## src/rtl/spi_slave_mode0.sv

```systemverilog
// SPI mode 0 (CPOL=0, CPHA=0) slave endpoint.
// SCLK, SS and MOSI are oversampled on the fabric clock. Transmit bytes leave
// on MISO MSB-first from a shift register fed by a single-entry holding
// register. Received MOSI bits are assembled into bytes and presented on
// o_dout with a one-cycle o_dValid strobe.
module spi_slave_mode0 #(
  parameter int SYNC_STAGES = 2
) (
  input  logic       i_clk,
  input  logic       i_rstN,
  input  logic       i_sclk,
  input  logic       i_ss,
  input  logic       i_mosi,
  output logic       o_miso,
  output logic       o_misoEn,
  input  logic [7:0] i_din,
  input  logic       i_load,
  output logic       o_txRdy,
  output logic [7:0] o_dout,
  output logic       o_dValid,
  output logic       o_busy,
  output logic       o_under
);

  // RESYNC waits for SS to read high through a settled synchronizer,
  // so a frame already in progress at reset is never joined half way.
  typedef enum logic [1:0] {
    RESYNC,
    IDLE,
    ACTIVE
  } stateT;

  // The synchronizers come out of reset holding their reset values, so the
  // synced SS only reflects the real pin after SYNC_STAGES clocks.
  localparam logic [1:0] SETTLE_CYCLES = 2'(SYNC_STAGES);

  logic [SYNC_STAGES-1:0] r_sclkSync;
  logic [SYNC_STAGES-1:0] r_ssSync;
  logic [SYNC_STAGES-1:0] r_mosiSync;
  logic                   r_sclkHist;
  logic                   r_ssHist;

  logic w_sclkS;
  logic w_ssS;
  logic w_mosiS;
  logic w_sclkRise;
  logic w_sclkFall;
  logic w_ssRise;
  logic w_ssFall;

  stateT r_state;
  stateT w_nextState;

  logic [1:0] r_settleCnt;

  logic [7:0] r_txSr;
  logic [7:0] r_rxSr;
  logic [7:0] r_hold;
  logic [7:0] r_dout;
  logic [2:0] r_bitCnt;
  logic       r_txRdy;
  logic       r_dValid;
  logic       r_under;

  logic w_frameStart;
  logic w_rxRise;
  logic w_txShift;
  logic w_byteBoundary;
  logic w_xfer;
  logic w_loadAcc;

  // Synchronizer chains plus one history flop on SCLK and SS for edge detection.
  always_ff @(posedge i_clk) begin
    if (!i_rstN) begin
      r_sclkSync <= '0;
      r_ssSync   <= '1;
      r_mosiSync <= '0;
      r_sclkHist <= 1'b0;
      r_ssHist   <= 1'b1;
    end else begin
      r_sclkSync <= {r_sclkSync[SYNC_STAGES-2:0], i_sclk};
      r_ssSync   <= {r_ssSync[SYNC_STAGES-2:0], i_ss};
      r_mosiSync <= {r_mosiSync[SYNC_STAGES-2:0], i_mosi};
      r_sclkHist <= r_sclkSync[SYNC_STAGES-1];
      r_ssHist   <= r_ssSync[SYNC_STAGES-1];
    end
  end

  assign w_sclkS    = r_sclkSync[SYNC_STAGES-1];
  assign w_ssS      = r_ssSync[SYNC_STAGES-1];
  assign w_mosiS    = r_mosiSync[SYNC_STAGES-1];
  assign w_sclkRise = w_sclkS & ~r_sclkHist;
  assign w_sclkFall = ~w_sclkS & r_sclkHist;
  assign w_ssRise   = w_ssS & ~r_ssHist;
  assign w_ssFall   = ~w_ssS & r_ssHist;

  // Count clocks spent in RESYNC until the synchronizers hold real pin samples.
  always_ff @(posedge i_clk) begin
    if (!i_rstN) begin
      r_settleCnt <= 2'd0;
    end else if (r_state != RESYNC) begin
      r_settleCnt <= 2'd0;
    end else if (r_settleCnt != SETTLE_CYCLES) begin
      r_settleCnt <= r_settleCnt + 2'd1;
    end
  end

  // Frame state register.
  always_ff @(posedge i_clk) begin
    if (!i_rstN) begin
      r_state <= RESYNC;
    end else begin
      r_state <= w_nextState;
    end
  end

  // Next-state and per-cycle action decode; SS rise outranks any SCLK edge.
  always_comb begin
    w_nextState    = r_state;
    w_frameStart   = 1'b0;
    w_rxRise       = 1'b0;
    w_txShift      = 1'b0;
    w_byteBoundary = 1'b0;
    case (r_state)
      RESYNC: begin
        if ((r_settleCnt == SETTLE_CYCLES) && w_ssS) begin
          w_nextState = IDLE;
        end
      end
      IDLE: begin
        if (w_ssFall) begin
          w_nextState  = ACTIVE;
          w_frameStart = 1'b1;
        end
      end
      ACTIVE: begin
        if (w_ssRise) begin
          w_nextState = IDLE;
        end else if (w_sclkRise) begin
          w_rxRise = 1'b1;
        end else if (w_sclkFall) begin
          if (r_bitCnt == 3'd0) begin
            w_byteBoundary = 1'b1;
          end else begin
            w_txShift = 1'b1;
          end
        end
      end
      default: begin
        w_nextState = RESYNC;
      end
    endcase
  end

  assign w_xfer    = w_frameStart | w_byteBoundary;
  assign w_loadAcc = i_load & r_txRdy;

  // Receive path: shift MOSI on SCLK rise and publish every eighth bit as a byte.
  always_ff @(posedge i_clk) begin
    if (!i_rstN) begin
      r_rxSr   <= 8'h00;
      r_bitCnt <= 3'd0;
      r_dout   <= 8'h00;
      r_dValid <= 1'b0;
    end else begin
      r_dValid <= 1'b0;
      if (w_frameStart) begin
        r_bitCnt <= 3'd0;
      end else if (w_rxRise) begin
        r_rxSr <= {r_rxSr[6:0], w_mosiS};
        if (r_bitCnt == 3'd7) begin
          r_dout   <= {r_rxSr[6:0], w_mosiS};
          r_dValid <= 1'b1;
          r_bitCnt <= 3'd0;
        end else begin
          r_bitCnt <= r_bitCnt + 3'd1;
        end
      end
    end
  end

  // Transmit shifter: reload at frame start and byte boundaries, else shift on SCLK fall.
  always_ff @(posedge i_clk) begin
    if (!i_rstN) begin
      r_txSr <= 8'h00;
    end else if (w_xfer) begin
      r_txSr <= r_txRdy ? 8'h00 : r_hold;
    end else if (w_txShift) begin
      r_txSr <= {r_txSr[6:0], 1'b0};
    end
  end

  // Holding register and sticky underrun flag; an underrun outranks a same-cycle LOAD.
  always_ff @(posedge i_clk) begin
    if (!i_rstN) begin
      r_hold  <= 8'h00;
      r_txRdy <= 1'b1;
      r_under <= 1'b0;
    end else begin
      if (w_loadAcc) begin
        r_hold <= i_din;
      end
      if (w_loadAcc) begin
        r_txRdy <= 1'b0;
      end else if (w_xfer) begin
        r_txRdy <= 1'b1;
      end
      if (w_xfer && r_txRdy) begin
        r_under <= 1'b1;
      end else if (w_loadAcc) begin
        r_under <= 1'b0;
      end
    end
  end

  assign o_miso   = r_txSr[7];
  assign o_busy   = (r_state == ACTIVE);
  assign o_misoEn = o_busy;
  assign o_txRdy  = r_txRdy;
  assign o_dout   = r_dout;
  assign o_dValid = r_dValid;
  assign o_under  = r_under;

endmodule

```

## config.mk

```make
export PLATFORM = sky130hd
export DESIGN_NAME = spi_slave_mode0
export DESIGN_NICKNAME = d
export VERILOG_FILES = /design/src/rtl/spi_slave_mode0.sv
export SDC_FILE = /design/constraint.sdc
export NUM_CORES = 1
export LEC_CHECK = 0
export BUFFER_PORTS_ARGS = -buffer_cell sky130_fd_sc_hd__clkbuf_2
export CELL_PAD_IN_SITES_DETAIL_PLACEMENT = 2
export CELL_PAD_IN_SITES_GLOBAL_PLACEMENT = 2
export CORE_MARGIN = 2
export CORE_UTILIZATION = 31
export CTS_CLUSTER_DIAMETER = 40
export DETAILED_ROUTE_END_ITERATION = 10
export PLACE_DENSITY = 0.82
export RECOVER_POWER = 25
export SLEW_MARGIN = 10
export SYNTH_ARGS = -nofsm -noshare
export SYNTH_HDL_FRONTEND = slang
export SYNTH_SLANG_ARGS = --single-unit
export TNS_END_PERCENT = 100
```

## constraint.sdc

```tcl
create_clock -name i_clk -period 1.5 [get_ports i_clk]
set_input_delay 0.15 -clock i_clk [delete_from_list [all_inputs] [get_ports i_clk]]
set_output_delay 0.15 -clock i_clk [all_outputs]
set_load 0.01 [all_outputs]
```

# After elaboration in Yosys (flattened, before gate mapping)
# Index checks and enable logic that the tools add are counted.
[totals]
regBits = 49
mem_bits_rw = 0
romBits = 0
latchBits = 0
word_cells = 80
in_bits = 14
memories = 0
out_inout_bits = 14
[op_classes]
n_div = 0
order_cmp = 0
n_reduce_logical = 14
n_eq_ne = 8
add_sub_neg = 2
shift = 0
mul = 0
bitwise = 13
mux = 28
[op_table]
columns = ["operator", "count"]
rows = [
  ["8-bit 2-to-1 mux", 3],
  ["1-bit 2-to-1 mux", 20],
  ["2-bit nonzero test", 4],
  ["1-bit inverter", 7],
  ["2-bit 2-to-1 mux", 3],
  ["2-bit != test (second input constant)", 3],
  ["2-bit case mux with 3 select lines", 1],
  ["3-bit AND reduction", 2],
  ["1-bit bitwise AND", 5],
  ["2-bit == test (second input constant)", 2],
  ["2-bit OR reduction", 2],
  ["3-bit by 1-bit adder with 3-bit output (second input constant)", 1],
  ["3-bit == test (second input constant)", 1],
  ["3-bit zero test", 1],
  ["3-bit 2-to-1 mux", 1],
  ["3-bit OR reduction", 1],
  ["2-bit by 1-bit adder with 2-bit output (second input constant)", 1],
  ["2-bit by 1-bit == test with 1-bit output (second input constant)", 1],
  ["1-bit logical AND", 2],
  ["2-bit zero test", 1],
  ["2-bit by 1-bit != test with 1-bit output (second input constant)", 1],
  ["2-bit AND reduction", 1],
  ["1-bit bitwise OR", 1],
]

# Longest topological paths before layout
[depth]
word_depth = 9
mapped_depth = 7
ltp_nobuf = 6

# Worst setup path after synthesis
# No wires, ideal clock.
[synth_timing]
path_type = "reg-to-reg"
start = "reg r_bitCnt[0]"
end = "reg r_txSr[0]"
path_buffers = 1
stages_incl_launch_ff = 8
setup_slack_ps = -4
setup_time_ps = 115
t_required_ps = 1385
arrival_time_ps = 1390
cell_sequence = "dfxtp_1 > inv_1 > ha_1 > and4bb_1 > a31oi_4 > buf_4 > nor3b_1 > o21a_1"
[synth_between]
elab_chain_len = 8
elab_cells_between_ends = 14
classes_between = "mux: 11; bitwise: 1; reduce/logical: 2"
[synth_rtl]
columns = ["element", "line", "rtl"]
rows = [
  ["start: declaration", "60", "logic [2:0] r_bitCnt;"],
  ["start signal: assignment", "176", "r_bitCnt <= r_bitCnt + 3'd1;"],
  ["3-bit zero test *", "142", "if (r_bitCnt == 3'd0) begin"],
  ["1-bit 2-to-1 mux", "142", ""],
  ["1-bit 2-to-1 mux", "141", "end else if (w_sclkFall) begin"],
  ["1-bit 2-to-1 mux", "139", "end else if (w_sclkRise) begin"],
  ["1-bit 2-to-1 mux", "137", "if (w_ssRise) begin"],
  ["1-bit 2-to-1 mux", "124", "case (r_state)"],
  ["1-bit bitwise OR", "155", "assign w_xfer = w_frameStart | w_byteBoundary;"],
  ["8-bit 2-to-1 mux or 2-bit nonzero test (tied branches)", "-", ""],
  ["end signal: assignment", "187", "r_txSr <= r_txRdy ? 8'h00 : r_hold;"],
  ["end signal: assignment", "189", "r_txSr <= {r_txSr[6:0], 1'b0};"],
  ["end: declaration", "56", "logic [7:0] r_txSr;"],
]
# Mark *: on every way between the ends. The rest lies on a longest branch, timed or not.
# A chain may end at the register's enable or synchronous reset.

# Final worst setup path
[layout_timing]
start = "reg r_bitCnt[1]"
end = "reg r_txSr[4]"
# Same word-level chain as after synthesis.

==> run_results.csv <==
group,metric,value,unit
finish,multi_input_area,935,sq um
sta,maxSlewViolCount,0,
floorplanning,fp.dieW,82.4,um
finish,drive_gt1_share,26.3,%
clocking,clock_path_buffers,2,
finish,fill_cells,659,
synthesis,netlist_instances,202,
clocking,clockRootBuffer,"clkbuf_8",
pwr,ir_drop,720,uV
synthesis,synth.distinct_cells,30,
routing,num_vias,1571,
floorplanning,initial_utilization,32.1,%
routing,antenna_left,0,
pwr,power_density,1080,nW/um^2
sta,setup_ws,-0.121,ns
finish,stdcell_count,318,
placed_design,dp_hpwl,3260,um
placed_design,placed_area,2180,sq um
sta,relSlewSlack,52.6,%
clocking,cts_tree,"built",
sta,hold_viol,0,
setup_path,critPathKind,"flop to flop",
synthesis,yosysSeqAreaShare,51.5,%
status,status,"finished with violations",
placed_design,dp.cells,303,
clocking,htreeDepth,2,
placed_design,portBuffers,27,
synthesis,netlist_area,1900,sq um
routing,drt-pass1-iter-count,4,
finish,seqCellArea,985,sq um
floorplanning,core_area,5920,sq um
placed_design,place_ws,-0.157,ns
pwr,power.share.switching,24.1,%
clocking,cts_buffers,5,
finish,antenna_cells,0,
clocking,path_clk_slew,0.09,ns
setup_path,required,1.73,ns
floorplanning,num_rows,28,
global_routing,grt_pass1_vias,1646,
worst_hold_path,hold_path.class,"input port to flop",
pwr,power.internal,2.01,mW
global_routing,antenna_found_initial,0,
sta,setup_viol,18,
setup_path,critPathMaxFanout,6,
finish,areaGrowthSynthToFinish,29.3,%
global_routing,grt_pass1_wl,8560,um
sta,worst_pin_slew,0.711,ns
synthesis,syn_area_per_cell,9.42,sq um
pwr,p_leak,1.06,nW
synthesis,ys_seq_elements,49,
finish,design_area,2460,sq um
sta,finalCriticalPeriod,1.62,ns
routing,drt-initial-drc-count,76,
routing,wire_per_inst,17.6,um
pwr,pwr-share-seq,53.3,%
floorplanning,io_pins,28,
status,violations,"setup timing",
pwr,pwr-share-clk,37.6,%
sta,tns,-1.00,ns
setup_path,endpoint_kind,"flop",
routing,drcViolationCount,0,
placed_design,gp_congestion,0.701,
pwr,pwr-share-comb,9.2,%
floorplanning,fp.dieH,82.4,um
synthesis,syn_nets,220,
routing,wl,5590,um
sta,fmax,0.617,GHz
pwr,switchingPower,638,uW
global_routing,overflow,0,
routing,vias_per_cell,4.94,
synthesis,ys_warn_count,0,
floorplanning,die_area,6780,sq um
global_routing,grt_max_degree,20,
global_routing,track_usage,17.3,%
clocking,worst_skew_pair.late_latency,0.31,ns
run,cap_violations,0,
clocking,cts_sinks,49,
sta,min_period_over_period,108,%
finish,layout.nets,260,
setup_path,start_kind,"flop",
sta,skew,0.00646,ns
sta,rsz0062_at_grt,"yes",
setup_path,arrival,1.85,ns
worst paths after layout:
kind | start | end | slack [ns] | cells after the start
worst max-delay path | r_bitCnt[1] | r_txSr[4] | -0.12 | 6
worst min-delay path | i_ss | r_ssSync[0] | 0.03 | 2
worst max register to register | r_bitCnt[1] | r_txSr[4] | -0.12 | 6
worst min register to register | r_ssSync[0] | r_ssSync[1] | 0.45 | 1
power by group through the flow:
stage / sequential [mW] / combinational, mW / clock [mW]
2_1_floorplan: 1.42 / 0.171 / 0
3_3_place_gp: 1.43 / 0.225 / 0
3_5_place_dp: 1.44 / 0.235 / 0
4_1_cts: 1.41 / 0.246 / 1.02
5_1_grt: 1.42 / 0.281 / 1.07
6_report: 1.41 / 0.243 / 0.996
flip-flops by register name, summed over array words and instances, names as in the netlist:
register / cells
o_dout: 8
r_hold: 8
r_settleCnt: 2
o_under: 1
r_rxSr: 7
r_sclkSync: 2
r_bitCnt: 3
r_state: 2
r_ssHist: 1
o_txRdy: 1
r_txSr: 8
r_ssSync: 2
o_dValid: 1
r_mosiSync: 2
r_sclkHist: 1
placed cells by master (no fill, tap or decap), types with 2 or more instances in the layout:
cell type	netlist	routed
dfxtp_1	49	46
nand2_1	26	26
nor2_1	25	24
clkbuf_2	0	24
mux2i_1	17	16
a21oi_1	12	12
or3b_1	7	7
o21ai_1	7	7
a31oi_1	7	7
buf_4	4	7
nand2b_1	7	6
clkbuf_8	0	6
buf_6	0	6
clkbuf_1	4	5
inv_1	6	4
and2_1	5	3
nor2b_1	4	3
ha_4	0	3
dfxtp_2	0	3
inv_2	0	2
a31oi_4	1	2
or3_1	2	2
and2_0	0	2
per-stage QoR:
step           power [mW]  hold WS [ns]  utilization [%]
2_1_floorplan        1.59         0.223                -
3_3_place_gp         1.66         0.335             36.8
3_5_place_dp         1.67         0.345             36.8
4_1_cts              2.68        0.0203             40.7
5_1_grt              2.77        0.0280             41.5
6_report             2.65        0.0251             41.5
final cells by class:
class,count,area share [%]
repair buffers,44,12.4
inverters,6,0.916
clock buffers,6,3.36
multi-input cells,136,38.0
flip-flops and latches,49,40.0
clock inverters,2,1.53
well taps,75,3.81
what timing repair did:
item	4_1_cts	5_1_grt
setup buffers	1	5
pin swaps	12	11
hold buffers	0	0
gates cloned	2	0
endpoints found under the setup margin	13	26
gates resized for setup	15	14
cells in the mapped netlist, drive strengths merged:
master / instances / area share (%)
nand4: 1 / 0.33
o21a: 1 / 0.39
nand2b: 7 / 2.3
inv: 6 / 1.2
and2: 5 / 1.6
buf: 8 / 2.5
mux2i: 17 / 8.9
nand3: 1 / 0.26
or3b: 7 / 3.2
a22oi: 1 / 0.39
nor3b: 1 / 0.39
or3: 2 / 0.66
nor2b: 4 / 1.3
a2bb2oi: 1 / 0.46
a21oi: 12 / 3.2
o21ai: 8 / 2.1
a31oi: 8 / 3.4
a41o: 1 / 0.53
nand2: 26 / 5.1
dfxtp: 49 / 52
and4bb: 2 / 1.3
xor2: 1 / 0.46
clkbuf: 4 / 0.79
ha: 4 / 2.6
nor2: 25 / 4.9
critical path, stage by stage (launching register included):
cell and delay, ns:
dfxtp_2 0.34, inv_2 0.08, ha_4 0.14, and4bb_4 0.29, a31oi_4 0.13, or3b_1 0.38, a31oi_1 0.19
cell families after synthesis:
logic type	share of synthesized area, %
AO/OA/AOI/OAI	10.5
XOR/XNOR	0.460
multiplexers	8.94
adder cells (fa/ha/maj)	2.63
AND/OR/NAND/NOR	21.5
flip-flops	51.5
buffers and inverters	4.47
per-layer routing:
metal | vias up | part of all wire, % | GRT usage [%]
met5 | - | 0 | 0
met4 | 0 | 2.4 | 7.67
met3 | 13 | 3.4 | 4.46
met2 | 33 | 53 | 30.5
met1 | 768 | 41 | 19.7
li1 | 757 | - | -
Power figures use the tool's default switching activity.
